## src/rtl/lcd_bus_driver.sv

```systemverilog
// HD44780-style write-cycle generator: turns one byte request into RS/DATA setup,
// an EN strobe, a hold phase and a command-dependent execution wait, then pulses oDone.
module lcd_bus_driver #(
    parameter int SETUP_CYC      = 2,
    parameter int EN_HIGH_CYC    = 16,
    parameter int HOLD_CYC       = 2,
    parameter int EXEC_SHORT_CYC = 2000,
    parameter int EXEC_LONG_CYC  = 82000,
    parameter int CNT_W          = 17
) (
    input  logic       iCLK,
    input  logic       iRST_N,
    input  logic [7:0] iDATA,
    input  logic       iRS,
    input  logic       iStart,
    output logic       oDone,
    output logic       oBusy,
    output logic [7:0] LCD_DATA,
    output logic       LCD_RW,
    output logic       LCD_EN,
    output logic       LCD_RS
);

    typedef enum logic [2:0] {
        S_IDLE,
        S_SETUP,
        S_PULSE,
        S_HOLD,
        S_EXEC,
        S_DONE
    } state_t;

    // Terminal counts: each phase lasts N cycles, so its counter ends at N-1.
    localparam logic [CNT_W-1:0] SETUP_LAST      = CNT_W'(SETUP_CYC - 1);
    localparam logic [CNT_W-1:0] EN_HIGH_LAST    = CNT_W'(EN_HIGH_CYC - 1);
    localparam logic [CNT_W-1:0] HOLD_LAST       = CNT_W'(HOLD_CYC - 1);
    localparam logic [CNT_W-1:0] EXEC_SHORT_LAST = CNT_W'(EXEC_SHORT_CYC - 1);
    localparam logic [CNT_W-1:0] EXEC_LONG_LAST  = CNT_W'(EXEC_LONG_CYC - 1);

    state_t           r_state;
    logic [CNT_W-1:0] r_cnt;
    logic             r_start_q;
    logic             r_exec_long;
    logic             r_done;
    logic             r_busy;
    logic             r_en;
    logic             r_rs;
    logic [7:0]       r_data;

    logic             w_accept;
    logic             w_exec_last;
    logic [CNT_W-1:0] w_cnt_inc;

    assign w_accept    = iStart & ~r_start_q & (r_state == S_IDLE);
    assign w_exec_last = r_exec_long ? (r_cnt == EXEC_LONG_LAST)
                                     : (r_cnt == EXEC_SHORT_LAST);
    assign w_cnt_inc   = r_cnt + CNT_W'(1);

    always_ff @(posedge iCLK) begin
        if (!iRST_N) begin
            r_state     <= S_IDLE;
            r_cnt       <= '0;
            r_start_q   <= 1'b0;
            r_exec_long <= 1'b0;
            r_done      <= 1'b0;
            r_busy      <= 1'b0;
            r_en        <= 1'b0;
            r_rs        <= 1'b0;
            r_data      <= 8'h00;
        end else begin
            r_start_q <= iStart;
            case (r_state)
                S_IDLE: begin
                    if (w_accept) begin
                        r_data      <= iDATA;
                        r_rs        <= iRS;
                        // Clear display (0x01) and return home (0x02/0x03) need the long wait.
                        r_exec_long <= ~iRS & (iDATA[7:2] == 6'd0);
                        r_busy      <= 1'b1;
                        r_cnt       <= '0;
                        r_state     <= S_SETUP;
                    end
                end
                S_SETUP: begin
                    if (r_cnt == SETUP_LAST) begin
                        r_cnt   <= '0;
                        r_en    <= 1'b1;
                        r_state <= S_PULSE;
                    end else begin
                        r_cnt <= w_cnt_inc;
                    end
                end
                S_PULSE: begin
                    if (r_cnt == EN_HIGH_LAST) begin
                        r_cnt   <= '0;
                        r_en    <= 1'b0;
                        r_state <= S_HOLD;
                    end else begin
                        r_cnt <= w_cnt_inc;
                    end
                end
                S_HOLD: begin
                    if (r_cnt == HOLD_LAST) begin
                        r_cnt   <= '0;
                        r_state <= S_EXEC;
                    end else begin
                        r_cnt <= w_cnt_inc;
                    end
                end
                S_EXEC: begin
                    if (w_exec_last) begin
                        r_cnt   <= '0;
                        r_done  <= 1'b1;
                        r_state <= S_DONE;
                    end else begin
                        r_cnt <= w_cnt_inc;
                    end
                end
                S_DONE: begin
                    r_done  <= 1'b0;
                    r_busy  <= 1'b0;
                    r_state <= S_IDLE;
                end
                default: begin
                    r_cnt   <= '0;
                    r_en    <= 1'b0;
                    r_done  <= 1'b0;
                    r_busy  <= 1'b0;
                    r_state <= S_IDLE;
                end
            endcase
        end
    end

    assign oDone    = r_done;
    assign oBusy    = r_busy;
    assign LCD_DATA = r_data;
    assign LCD_RS   = r_rs;
    assign LCD_EN   = r_en;
    assign LCD_RW   = 1'b0;

endmodule

```

## config.mk

```make
export PLATFORM = sky130hd
export DESIGN_NAME = lcd_bus_driver
export DESIGN_NICKNAME = d
export VERILOG_FILES = /design/src/rtl/lcd_bus_driver.sv
export SDC_FILE = /design/constraint.sdc
export NUM_CORES = 1
export LEC_CHECK = 0
export CAP_MARGIN = 40
export CORE_ASPECT_RATIO = 1.75
export CORE_MARGIN = 2
export CORE_UTILIZATION = 37
export CTS_CLUSTER_DIAMETER = 80
export DETAILED_ROUTE_END_ITERATION = 16
export GPL_TIMING_DRIVEN = 0
export HOLD_SLACK_MARGIN = 0.06
export PLACE_DENSITY = 0.7
export REMOVE_ABC_BUFFERS = 1
export SYNTH_ARGS = -nofsm -noshare
export SYNTH_HDL_FRONTEND = slang
export SYNTH_SLANG_ARGS = --single-unit
```

## constraint.sdc

```tcl
create_clock -name iCLK -period 1.8 [get_ports iCLK]
set_clock_uncertainty 0.05 [all_clocks]
set_input_delay 0.36 -clock iCLK [delete_from_list [all_inputs] [get_ports iCLK]]
set_output_delay 0.36 -clock iCLK [all_outputs]
set_load 0.005 [all_outputs]
```

== Yosys cells after proc, flatten, opt, wreduce, memory -nomap -nowiden ==
Index checks and enable logic that the tools add are counted.
Cells by class
  add/subtract/negate cells: 1
  $mul: 0
  div/mod/pow operators: 0
  order comparisons: 0
  eq/ne operators: 14
  shifts and indexed selects: 0
  mux-type cells: 19
  bitwise gates (word level): 9
  reductions and logical operators: 12
Operator list (number)
  one-hot mux 17 bit (5 select lines): 1
  2-to-1 mux 17 bit: 4
  adder 17 x 1 -> 17 bit, second input constant: 1
  == test 17 x 1 -> 1 bit, second input constant: 1
  == test 17 x 11 -> 1 bit, second input constant: 1
  == test 17 bit, second input constant: 1
  == test 17 x 4 -> 1 bit, second input constant: 1
  2-to-1 mux 3 bit: 5
  one-hot mux 3 bit (5 select lines): 1
  OR reduction 4 bit: 3
  != test 2 bit, second input constant: 5
  AND reduction 2 bit: 4
  == test 3 x 2 -> 1 bit, second input constant: 2
  == test 3 bit, second input constant: 2
  logical NOT 6 bit: 1
  NOT 1 bit: 6
  2-to-1 mux 1 bit: 5
  AND reduction 5 bit: 1
  one-hot mux 1 bit (2 select lines): 2
  AND 1 bit: 3
  == test 3 x 1 -> 1 bit, second input constant: 1
  logical NOT 3 bit: 1
  one-hot mux 1 bit (3 select lines): 1
  AND reduction 3 bit: 1
  OR reduction 2 bit: 1
Storage, ports and cells
  register bits: 34
  bits in latches: 0
  memory bits (writable): 0
  ROM bits: 0
  input port bits: 12
  output and inout port bits: 13
  word-level logic and storage cells: 64
  memories kept: 0

== Longest topological paths before layout ==
Gate-level depths: netlist (run 1).
  word-level depth: 5
  depth in mapped cells: 8
  mapped depth without buffers: 7

== Worst setup path before layout (run 1) ==
OpenSTA, ideal clock, no wires.
  path kind: register to register
  start: reg r_cnt[0]
  end: reg r_state[0]
  library setup time: 0.072 ns
  arrival: 1.851 ns
  data required time: 1.678 ns
  slack: -0.172 ns
  stages on the path, launching flop included: 8
  buffers on the path: 1
  clock period less this slack: 1.972 ns
  cells stage by stage: dfxtp_1 -> ha_1 -> nand3_1 -> a2111oi_2 -> o211ai_1 -> buf_2 -> a2111o_1 -> a21oi_1
On the way
  word-level cells in the longest chain between the ends: 4
  elaborated cells on any way between the ends: 10
  those cells by class: 8 x eq/ne; 1 x mux; 1 x reduce/logical
Ends and longest elaborated chain
  from (decl): line 41  | logic [CNT_W-1:0] r_cnt;
  from (signal assigned): line 90  | r_cnt <= w_cnt_inc;
  from (signal assigned): line 99  | r_cnt <= w_cnt_inc;
  from (signal assigned): line 107  | r_cnt <= w_cnt_inc;
  == test 17 x 11 -> 1 bit / == test 17 bit (equally long branches): line 56, 55
  2-to-1 mux 1 bit: line 55  | assign w_exec_last = r_exec_long ? (r_cnt == EXEC_LONG_LAST)
  != test 2 bit (no line)
  AND reduction 5 bit (no line) (*)
  to (signal assigned): line 61  | r_state <= S_IDLE;
  to (signal assigned): line 81  | r_state <= S_SETUP;
  to (signal assigned): line 88  | r_state <= S_PULSE;
  to (decl): line 40  | state_t r_state;
Every way passes the cells marked *; elsewhere a longest branch is shown, timed or not.
A chain may end at the register's enable or synchronous reset.

== Worst setup path in the final report (run 1) ==
  start: reg r_exec_long
  end: reg r_cnt[1]
On the way
  word-level cells in the longest chain between the ends: 3
Ends and longest elaborated chain
  from (decl): line 43  | logic r_exec_long;
  from (signal assigned): line 78  | r_exec_long <= ~iRS & (iDATA[7:2] == 6'd0);
  2-to-1 mux 1 bit: line 55
  2-to-1 mux 17 bit: line 111  | if (w_exec_last) begin
  one-hot mux 17 bit (5 select lines): line 72  | case (r_state)
  to (signal assigned): line 90
  to (signal assigned): line 107
  to (signal assigned): line 116  | r_cnt <= w_cnt_inc;
No other way between the ends.

==> results of run 1 <==
## power by group through the flow
stage	combinational [mW]	sequential, mW	clock [mW]
2_1_floorplan	0.365	0.923	0
3_3_place_gp	0.570	0.931	0
3_5_place_dp	0.603	0.934	0
4_1_cts	0.797	0.933	0.542
5_1_grt	0.890	0.951	0.560
6_report	0.812	0.936	0.522
## cells in the final DEF (no fill, tap or decap), types with 2 or more instances in the layout
| cell type | synthesis | final |
|---|---|---|
| nor2_2 | 1 | 3 |
| nor2b_1 | 3 | 2 |
| dfxtp_1 | 34 | 22 |
| and2_1 | 1 | 2 |
| clkbuf_8 | 0 | 5 |
| buf_4 | 1 | 9 |
| nor3_1 | 10 | 8 |
| nand3_1 | 12 | 10 |
| nand4_1 | 5 | 5 |
| nor4_1 | 4 | 3 |
| xor2_1 | 4 | 4 |
| dfxtp_4 | 0 | 2 |
| buf_6 | 0 | 3 |
| inv_1 | 2 | 2 |
| xnor2_1 | 8 | 8 |
| dfxtp_2 | 0 | 10 |
| clkdlybuf4s50_1 | 0 | 23 |
| a21oi_1 | 8 | 8 |
| o21a_1 | 2 | 2 |
| nor2_1 | 31 | 28 |
| nand2b_1 | 2 | 2 |
| mux2i_1 | 9 | 9 |
| clkinv_2 | 0 | 3 |
| a31oi_1 | 3 | 3 |
| nor3_2 | 1 | 3 |
| or3b_4 | 0 | 2 |
| o21ai_2 | 0 | 4 |
| nand2_1 | 18 | 18 |
## flip-flops by register name, summed over array words and instances (netlist names)
name         cells
LCD_DATA         8
LCD_EN           1
LCD_RS           1
oBusy            1
oDone            1
r_cnt           17
r_exec_long      1
r_start_q        1
r_state          3
## through the flow
step / setup WS (ps) / power, mW / cells / instance area (um^2) / hold slack (ps)
6_report: -231 / 2.27 / 275 / 2180 / 445
5_1_grt: -321 / 2.40 / 275 / 2180 / 478
4_1_cts: -198 / 2.27 / 274 / 2170 / 453
3_5_place_dp: -821 / 1.54 / 258 / 1870 / 435
3_3_place_gp: -1520 / 1.50 / 256 / 1860 / 423
2_1_floorplan: -645 / 1.29 / 184 / 1570 / 422
## kinds of logic (layout without fill, tap and decap cells)
logic type               Yosys count  in the layout  synth area share
buffers and inverters             12             45            0.0320
other                              1              1           0.00234
multiplexers                       9              9            0.0561
AO/OA/AOI/OAI                     25             25             0.101
AND/OR/NAND/NOR                   98             98             0.304
flip-flops                        34             34             0.424
adder cells (fa/ha/maj)            2              2            0.0156
XOR/XNOR                          12             12            0.0655
## cell type report
cell class	count	share of cell area
Multi-Input combinational cell	147	0.457
Sequential cell	34	0.321
Timing Repair Buffer	35	0.152
Clock buffer	5	0.0315
Tap cell	49	0.0281
Inverter	3	0.00573
Clock inverter	2	0.00459
## worst register-to-register path, cell delays in order, from the launching register on
cell and delay, ps:
dfxtp_2 340, and4b_1 250, nand3_2 100, a2111oi_4 380, o211ai_1 240, buf_4 200
o21ai_4 160, buf_6 150, a211oi_2 30
## worst paths after layout
kind                                   end  depth (start not counted)  slack, ps                     start
hold reg to reg   LCD_DATA[5]$_SDFFE_PN0P_                          2        450  LCD_DATA[5]$_SDFFE_PN0P_
hold / removal    LCD_DATA[5]$_SDFFE_PN0P_                          2        450  LCD_DATA[5]$_SDFFE_PN0P_
setup / recovery     r_cnt[1]$_SDFFE_PN0P_                          8       -230  r_exec_long$_SDFFE_PN0P_
setup reg to reg     r_cnt[1]$_SDFFE_PN0P_                          8       -230  r_exec_long$_SDFFE_PN0P_
## per-layer routing
layer,wire length [um],share of wire,global-route usage
met4,87,0.024,0.0833
met3,86,0.024,0.0329
met2,2030,0.57,0.294
met1,1370,0.38,0.171
met5,0,0,0
## repair_timing
item | 4_1_cts | 5_1_grt
endpoints found under the setup margin | 30 | 20
resized for setup | 42 | 5
pin swaps | 26 | 7
setup buffers | 10 | 1
==> results.sh, run 1 <==
export IMPL_status="finished, violations left"
export IMPL_violations="setup timing"
export IMPL_fp_dieW_um=53.8
export IMPL_crit_path_end_kind="flop"
export IMPL_power_switching_mw=0.758
export IMPL_ant_nets=0
export IMPL_regArea_um2=701
export IMPL_gr_usage_all_layers=0.165
export IMPL_synth_area_mm2=0.00161
export IMPL_insertion_delay_ps=280
export IMPL_fin_nets=240
export IMPL_hold_buffers=0
export IMPL_synth_area_top_cells="dfxtp_1 (42%), nor2_1 (7.2%), mux2i_1 (5.6%), xnor2_1 (4.4%), nand2_1 (4.2%)"
export IMPL_die_area_mm2=0.00490
export IMPL_htreeDepth=2
export IMPL_ys_types=43
export IMPL_tritoncts="built"
export IMPL_finalSetupViolations=19
export IMPL_hpwl_um=2520
export IMPL_intPower_mw=1.51
export IMPL_boundaryPins=25
export IMPL_synthFlopType="dfxtp_1"
export IMPL_synth_top_cell_area_share=0.424
export IMPL_vias_per_cell=5.26
export IMPL_start_util=0.387
export IMPL_power_leakage_nw=0.749
export IMPL_antenna_found_initial=0
export IMPL_n_antenna_cell=0
export IMPL_layout_drive_gt1_share=0.243
export IMPL_synth_most_common_cell="dfxtp_1"
export IMPL_synth_area_per_cell_um2=8.32
export IMPL_cts_buffer_depth=2
export IMPL_vias=1447
export IMPL_grt_start_max_net_pins=19
export IMPL_ys_async_sr_fraction=0
export IMPL_critPathTopFamily="compound AO/OA/AOI/OAI gates"
export IMPL_ys_top_cells_by_count="dfxtp_1 (34), nor2_1 (31), nand2_1 (18)"
export IMPL_fin_util=0.526
export IMPL_worstSetupPathType="reg2reg"
export IMPL_grt_ovfl_total=0
export IMPL_hold_class="reg2reg"
export IMPL_critPathLaunchType="flop"
export IMPL_clock_root_buffer="clkbuf_8"
export IMPL_period_needed_ps=2030
export IMPL_yosys_warnings=0
export IMPL_drtIter0Drc=32
export IMPL_synthCells=193
export IMPL_yosysTopAreaCell="dfxtp_1"
export IMPL_powerDensity_mw_per_mm2=1040
export IMPL_fillCellCount=368
export IMPL_wirelength_um=3570
export IMPL_worst_path_buf_inv=2
export IMPL_critPathMaxFanout=5
export IMPL_area_growth_pct=35.9
export IMPL_clkPwrFrac=0.230
export IMPL_power_frac_seq=0.412
export IMPL_grt_pass1_wl_um=6090
export IMPL_switching_share=0.334
export IMPL_core_mm2=0.00415
export IMPL_rsz0062_at_grt="yes"
export IMPL_grt_pass1_vias=1394
export IMPL_power_frac_comb=0.358
export IMPL_drv_cap=0
export IMPL_cp_slowest_stage_delay_ps=380
export IMPL_hold_viol=0
export IMPL_irDropWorstVdd_uv=647
export IMPL_drt_pass1_iterations=4
export IMPL_critPathRequiredTime_ps=1910
export IMPL_cts_made_buffers=5
export IMPL_drcViolationCount=0
export IMPL_post_route_period_util=1.13
export IMPL_chipHeight_um=91.1
export IMPL_fin_ws_ps=-231
export IMPL_avgRoutedWirePerCell_um=13.0
export IMPL_fin_tns_setup_ps=-3720
export IMPL_critPathArrivalTime_ps=2140
export IMPL_rows=31
export IMPL_ys_seq_area_frac=0.424
export IMPL_slew_viol_final=0
export IMPL_multi_input_area_um2=997
export IMPL_ys_ff_latch=34
export IMPL_clkTransAtPathRegs_ps=70
export IMPL_cts_num_sinks=34
export IMPL_gp_congestion=0.844
export IMPL_port_buffers=23
export IMPL_fmax_mhz=492
export IMPL_crit_chain="and4b_1, nand3_2, a2111oi_4, o211ai_1, buf_4, o21ai_4, buf_6, a211oi_2"
export IMPL_synth_edf_count=0
export IMPL_critPathSlowestCell="a2111oi_4"
Note: power is estimated with default switching activity, not from simulation.
==> run 2: changes to the inputs <==
- HOLD_SLACK_MARGIN: 0.06 -> 0.15
==> results of run 2 <==
The final DEF is identical to that of run 1; final timing and power are the same.
